<file path="src/rtl/seg7_mux_driver.sv">
`default_nettype none
// +--------------------------------------------------------------------------+
// | seg7_mux_driver : time-multiplexed N-digit seven-segment display driver   |
// | Rev 1.0                                                                   |
// +--------------------------------------------------------------------------+
module seg7_mux_driver #(
  parameter int NUM_DIGITS   = 8,
  parameter int REFRESH_DIV  = 100000,
  parameter int BLANK_CYCLES = 16,
  parameter int HEX_EN       = 1
) (
  input  logic                    clk,
  input  logic                    rst_n,
  input  logic [4*NUM_DIGITS-1:0] value,
  input  logic [NUM_DIGITS-1:0]   dp,
  input  logic [NUM_DIGITS-1:0]   digit_en,
  input  logic                    lz_blank,
  output logic [NUM_DIGITS-1:0]   anode,
  output logic [7:0]              cathode,
  output logic                    frame_start
);

  localparam int CW = $clog2(REFRESH_DIV);
  localparam int IW = (NUM_DIGITS > 1) ? $clog2(NUM_DIGITS) : 1;

  logic [CW-1:0]           cnt_q, cnt_d;
  logic [IW-1:0]           idx_q, idx_d;
  logic [4*NUM_DIGITS-1:0] sh_value_q, sh_value_d;
  logic [NUM_DIGITS-1:0]   sh_dp_q, sh_dp_d;
  logic [NUM_DIGITS-1:0]   sh_en_q, sh_en_d;
  logic                    sh_lz_q, sh_lz_d;
  logic [NUM_DIGITS-1:0]   anode_q, anode_d;
  logic [7:0]              cathode_q, cathode_d;
  logic                    frame_start_q, frame_start_d;

  logic                    snap;
  logic                    running_zero;
  logic [NUM_DIGITS-1:0]   zero_from;
  logic [NUM_DIGITS-1:0]   sel;
  logic [3:0]              cur_code;
  logic                    cur_dp;
  logic                    cur_en;
  logic                    cur_lzb;

  function automatic logic [6:0] seg_of(input logic [3:0] code);
    logic [6:0] s;
    case (code)
      4'h0: s = 7'b100_0000;
      4'h1: s = 7'b111_1001;
      4'h2: s = 7'b010_0100;
      4'h3: s = 7'b011_0000;
      4'h4: s = 7'b001_1001;
      4'h5: s = 7'b001_0010;
      4'h6: s = 7'b000_0010;
      4'h7: s = 7'b111_1000;
      4'h8: s = 7'b000_0000;
      4'h9: s = 7'b001_0000;
      4'hA: s = 7'b000_1000;
      4'hB: s = 7'b000_0011;
      4'hC: s = 7'b100_0110;
      4'hD: s = 7'b010_0001;
      4'hE: s = 7'b000_0110;
      default: s = 7'b000_1110;
    endcase
    if (HEX_EN == 0 && code > 4'd9) s = 7'b111_1111;
    return s;
  endfunction

  always_comb begin
    cnt_d = cnt_q;
    idx_d = idx_q;
    if (cnt_q == CW'(REFRESH_DIV - 1)) begin
      cnt_d = '0;
      idx_d = (idx_q == IW'(NUM_DIGITS - 1)) ? '0 : idx_q + 1'b1;
    end else begin
      cnt_d = cnt_q + 1'b1;
    end

    snap          = (cnt_q == '0) && (idx_q == '0);
    frame_start_d = snap;
    sh_value_d    = snap ? value    : sh_value_q;
    sh_dp_d       = snap ? dp       : sh_dp_q;
    sh_en_d       = snap ? digit_en : sh_en_q;
    sh_lz_d       = snap ? lz_blank : sh_lz_q;

    // zero_from[i]: digit i and every more-significant digit hold code 0
    running_zero = 1'b1;
    zero_from    = '0;
    for (int i = NUM_DIGITS - 1; i >= 0; i--) begin
      running_zero = running_zero & (sh_value_q[4*i +: 4] == 4'h0);
      zero_from[i] = running_zero;
    end

    sel      = '0;
    cur_code = 4'h0;
    cur_dp   = 1'b0;
    cur_en   = 1'b0;
    cur_lzb  = 1'b0;
    for (int i = 0; i < NUM_DIGITS; i++) begin
      if (idx_q == IW'(i)) begin
        sel[i]   = 1'b1;
        cur_code = sh_value_q[4*i +: 4];
        cur_dp   = sh_dp_q[i];
        cur_en   = sh_en_q[i];
        cur_lzb  = sh_lz_q && (i != 0) && zero_from[i];
      end
    end

    anode_d   = '1;
    cathode_d = 8'hFF;
    if ((cnt_q >= CW'(BLANK_CYCLES)) && cur_en && !cur_lzb) begin
      anode_d   = ~sel;
      cathode_d = {~cur_dp, seg_of(cur_code)};
    end
  end

  always_ff @(posedge clk or negedge rst_n) begin
    if (!rst_n) begin
      cnt_q         <= '0;
      idx_q         <= '0;
      sh_value_q    <= '0;
      sh_dp_q       <= '0;
      sh_en_q       <= '0;
      sh_lz_q       <= 1'b0;
      anode_q       <= '1;
      cathode_q     <= 8'hFF;
      frame_start_q <= 1'b0;
    end else begin
      cnt_q         <= cnt_d;
      idx_q         <= idx_d;
      sh_value_q    <= sh_value_d;
      sh_dp_q       <= sh_dp_d;
      sh_en_q       <= sh_en_d;
      sh_lz_q       <= sh_lz_d;
      anode_q       <= anode_d;
      cathode_q     <= cathode_d;
      frame_start_q <= frame_start_d;
    end
  end

  assign anode       = anode_q;
  assign cathode     = cathode_q;
  assign frame_start = frame_start_q;

endmodule
`default_nettype wire

</file>
<file path="config.mk">
export PLATFORM = sky130hd
export DESIGN_NAME = seg7_mux_driver
export DESIGN_NICKNAME = d
export VERILOG_FILES = /design/src/rtl/seg7_mux_driver.sv
export SDC_FILE = /design/constraint.sdc
export NUM_CORES = 1
export LEC_CHECK = 0
export BUFFER_PORTS_ARGS = -buffer_cell sky130_fd_sc_hd__buf_2
export CORE_MARGIN = 1
export CORE_UTILIZATION = 57
export CTS_CLUSTER_SIZE = 25
export DETAILED_ROUTE_END_ITERATION = 16
export GPL_TIMING_DRIVEN = 1
export PLACE_DENSITY_LB_ADDON = 0.08
export SLEW_MARGIN = 20
export SYNTH_ARGS = -nofsm -noshare
export SYNTH_HDL_FRONTEND = slang
export SYNTH_SLANG_ARGS = --single-unit
</file>
<file path="constraint.sdc">
create_clock -name clk -period 3.4 [get_ports clk]
set_input_delay 0.68 -clock clk [delete_from_list [all_inputs] [get_ports clk]]
set_output_delay 0.68 -clock clk [all_outputs]
set_load 0.02 [all_outputs]
</file>
Yosys cells after proc, flatten, opt, wreduce, memory -nomap -nowiden
Memory sizes are Yosys's and may differ from the RTL's.
Index checks and enable logic that the tools add are counted.

operators by class
  add/sub/neg operators = 2
  $lt $le $gt $ge = 1
  eq/ne operators = 8
  bitwise gates (word level) = 8
  multiplexer cells = 43
  reduce and logical (&&, ||, !) cells = 20

operators with widths
  kind                     number
  $mux W4                  8
  $mux W1                  31
  $logic_not A4 Y1         7
  $add A17 B1 Y17 const B  1
  $eq A17 B17 Y1 const B   1
  $ge A17 B5 Y1 const B    1
  $logic_not A17 Y1        1
  $mux W17                 1
  $mux W8                  2
  $eq A3 B3 Y1 const B     4
  $logic_and A1 B1 Y1      10
  $not A8 Y8               1
  $and A1 B1 Y1            6
  $eq A3 B2 Y1 const B     2
  $add A3 B1 Y3 const B    1
  $eq A3 B1 Y1 const B     1
  $logic_not A3 Y1         1
  $mux W3                  1
  $logic_not A1 Y1         1
  $not A1 Y1               1

storage, ports and cells
  memory bits (read-only) = 112
  input port bits = 51
  memories kept = 1
  register bits after elaboration = 86

memories
  name             words  width  read ports  clocked after Yosys merged registers in  wr ports  RTL line  source
  (no name shown)  16     7      1           0                                        0         47        case (code)

Depth between registers and ports, before layout
  word-level depth = 18
  mapped depth = 14
  mapped depth without buffers = 12

Worst setup path before layout
No wires, ideal clock.

  path kind = register -> register
  from = register idx_q[0]
  to = register cathode_q[3], in the netlist cathode[3]
  clock period less this slack = 2.484 ns
  setup slack = 0.916 ns
  required time = 3.322 ns
  buffers on the path = 1
  arrival time = 2.406 ns
  stages on the path, launching flop included = 12
  setup time = 0.078 ns
  path through = dfrtp_1 ha_1 ha_1 clkbuf_1 and2_1 o32a_1 o221ai_1 o211ai_1 ha_1 mux2_1 mux2i_1 nand2_1

on the way
  word-level cells in the longest chain between the ends = 12
  elaborated cells between the ends (all ways) = 36

RTL lines
  element                                                                  RTL line  source
  start: declaration                                                       27        logic [IW-1:0] idx_q, idx_d;
  start signal: assignment                                                 130       idx_q <= idx_d;
  parallel branches: the longest is 11 deep, another holds $mem_v2 Z16 W7  n/a
  $mux W8 *                                                                111       if ((cnt_q >= CW'(BLANK_CYCLES)) && cur_en && !cur_lzb) begin
  via cathode_d[3]                                                         33        logic [7:0] cathode_q, cathode_d;
  end signal: assignment                                                   136       cathode_q <= cathode_d;
  end: declaration                                                         33

Mark *: on every way through the listed nets, which the timed path passes.
A chain may end at the register's enable or synchronous reset.

Worst setup path in the final report
  from = register idx_q[1]
  to = register cathode_q[0], in the netlist cathode[0]

The elaborated chain is that of the path after synthesis.

==> flow_metrics.env <==
export IMPL_htreeDepth=3
export IMPL_cts_inserted_buffers=9
export IMPL_post_cts_resized_instances=0
export IMPL_worst_endpoint_arrival_ps=3310
export IMPL_flip_flop_cell_with_the_highest_count_after_synthesis="dfrtp_1"
export IMPL_first_global_vias=3208
export IMPL_hold_violations=0
export IMPL_cts_hold_buffers_added=0
export IMPL_cp_start_kind="flop"
export IMPL_yosysTopAreaCell="dfrtp_1"
export IMPL_final_antenna_net_count=0
export IMPL_gpl_final_weighted_congestion=0.947
export IMPL_core_area_um2=7330
export IMPL_max_freq_mhz=327
export IMPL_route_detailed_vias_per_inst=5.77
export IMPL_setup_tns_final_ps=0
export IMPL_num_vias=3268
export IMPL_setup_viol_count_final=0
export IMPL_cts_tree="built"
export IMPL_synth_top_area_share=0.399
export IMPL_detail_route_wirelength_um=9480
export IMPL_postSynthNetCount=464
export IMPL_slew_viol_final=0
export IMPL_cts_clk_slew_worst_paths_ps=80
export IMPL_synth_cell_area_um2=4390
export IMPL_synth_sequential_area_ratio=0.495
export IMPL_detailedRoute_firstPassIterationCount=4
export IMPL_timing_critical_path_cells="inv_1, ha_1, a21oi_1, a221oi_1, o221ai_1, o211ai_1, inv_1, ha_1, inv_1, nor2_1, mux2i_1, nand4_1"
export IMPL_rsz0062_at_grt="false"
export IMPL_synthesis_instances=400
export IMPL_die_area_um2=8060
export IMPL_antenna_diode_count=0
export IMPL_ys_warnings_count=0
export IMPL_drive_above_1_share=0.338
export IMPL_post_synth_main_area_contributors="dfrtp_1 (40%), mux2_2 (11%), dfstp_2 (9.6%)"
export IMPL_critPathMostFrequentCell="inv_1"
export IMPL_count_of_flip_flops_with_a_built_in_enable_after_synthesis=0
export IMPL_netlist_cell_type_count=62
export IMPL_post_route_skew_ps=8.72
export IMPL_finalCritPeriodShare=0.900
export IMPL_grt_util_all_layers=0.250
export IMPL_static_leakage_power_uw=0.00213
export IMPL_cap_violations=0
export IMPL_grt_first_pass_wirelength_um=15900
export IMPL_cts_setup_buffers=0
export IMPL_die_h_um=89.8
export IMPL_class_of_the_tightest_hold_or_removal_check="in -> async"
export IMPL_fill_count=581
export IMPL_top_level_ports=68
export IMPL_crit_type="reg -> reg"
export IMPL_max_stage_delay_ps=710
export IMPL_flow_area_growth_from_synthesis_pct=13.5
export IMPL_cts_buffer_depth=2
export IMPL_worst_setup_path_end_kind="flop"
export IMPL_power_density_nw_per_um2=384
export IMPL_grt_antenna_before_repair=0
export IMPL_vdd_drop_max_mv=0.239
export IMPL_worst_skew_pair_late_latency_ps=350
export IMPL_maximum_net_fanout_on_the_critical_path=27
export IMPL_post_drt_wl_per_cell_um=16.7
export IMPL_row_count=31
export IMPL_die_width_um=89.8
export IMPL_dp_hpwl_um=6820
export IMPL_yosys_cell_count_top_type="dfrtp_1"
export IMPL_initial_core_util=0.599
export IMPL_average_instance_area_after_synthesis_um2=11.0
export IMPL_post_layout_nonfiller_instances=566
export IMPL_buffer_ports_inserted=67
export IMPL_place_detailed_instances=550
export IMPL_dr_first_iter_drc_count=258
export IMPL_worstPathRequired_ps=3650
export IMPL_worst_path_max_delay_cell="ha_1"
export IMPL_tightest_slew_ps=840
export IMPL_pin_count_of_the_biggest_net_entering_global_routing=87
export IMPL_cts_root_buffer="clkbuf_8"
export IMPL_final_nets=526
export IMPL_run_status="finished clean"
export IMPL_max_slew_margin_rel=0.440
export IMPL_yosys_reg_bits=86
export IMPL_finalCriticalPeriod_ps=3060
export IMPL_leading_post_synthesis_cells_by_instance_count="dfrtp_1 (70), mux2_2 (43), nand2_1 (36)"
export IMPL_global_route_overflow_total=0
export IMPL_detailed_route_drc_error_count=0
export IMPL_synth_async_reset_ratio=1.00
export IMPL_clock_sinks=86
==> power by group <==
| group | total, µW | switching (µW) | internal (µW) |
|---|---|---|---|
| logic | 149 | 77.6 | 71.4 |
| registers | 1090 | 27.5 | 1070 |
| clock network | 672 | 349 | 324 |
==> cell usage in the layout, fill, tap and decap left out, drive strengths merged, types with 3 or more instances in the layout <==
master and n:
buf 74, a21oi 12, mux2 44, nor4 11
nand2b 3, ha 13, dfrtp 70, nand3b 3
xor2 6, inv 20, o221ai 3, nor2b 5
clkbuf 13, o21ai 15, o31ai 3, nand4 4
mux2i 7, nand3 19, a211oi 3, and2 5
nor3 5, nand2 37, o211ai 6, dfstp 16
a221oi 5, xnor2 7, nor2 20, or3 4
==> cell type report <==
class,instances,area (µm²),area share
clock inverter,3,17.5,0.00352
multi-input combinational,271,2010,0.403
tap,99,124,0.0249
clock buffer,13,169,0.0339
sequential,86,2170,0.436
inverter,20,75.1,0.0151
timing repair buffer,74,415,0.0834
==> logic make-up (layout without fill, tap and decap cells) <==
family          after synthesis  count (layout)  synth area share
flops                        86              86             0.495
mux                          51              51             0.129
buf+inv                      43             110            0.0496
compound gates               72              72             0.122
simple gates                122             122             0.142
fa+ha+maj                    13              13            0.0370
xor+xnor                     13              13            0.0259
==> metal layers <==
metal	vias up	global-route usage	wire, µm
met5	-	0	0
met4	0	0.0806	145
met3	11	0.0474	387
met2	85	0.397	4660
met1	1621	0.349	4290
li1	1551	-	-
==> through the flow <==
stage	utilization	area (µm²)	setup slack (ps)	power (µW)	hold WS [ps]
2_1_floorplan	-	4390	916	1180	384
3_3_place_gp	0.654	4790	547	1260	466
3_5_place_dp	0.654	4790	378	1260	478
4_1_cts	0.679	4980	353	1930	361
5_1_grt	0.679	4980	94.8	1980	381
6_report	0.679	4980	340	1910	345
==> critical path, delay by kind of cell, from the launching register on <==
family | cells | cell delay (ps)
fa+ha+maj | 2 | 960
compound gates | 4 | 910
flops | 1 | 410
buf+inv | 3 | 360
simple gates | 2 | 170
mux | 1 | 140
==> worst paths after layout <==
kind,startpoint,end,slack (ps),depth (start not counted)
max,idx_q[1],cathode[0],340,12
min reg2reg,sh_dp_q[7],cathode[7],480,1
min in group clk,sh_dp_q[7],cathode[7],480,1
min,rst_n,sh_en_q[2],340,2
max in group asynchronous,rst_n,cathode[7],2690,2
max reg2reg,idx_q[1],cathode[0],340,12
==> registers in the layout, summed over array words and instances (netlist names) <==
signal       cells
idx_q            3
frame_start      1
sh_lz_q          1
sh_value_q      32
cathode          8
anode            8
sh_dp_q          8
cnt_q           17
sh_en_q          8
No activity file was read; power rests on OpenSTA's default activity.
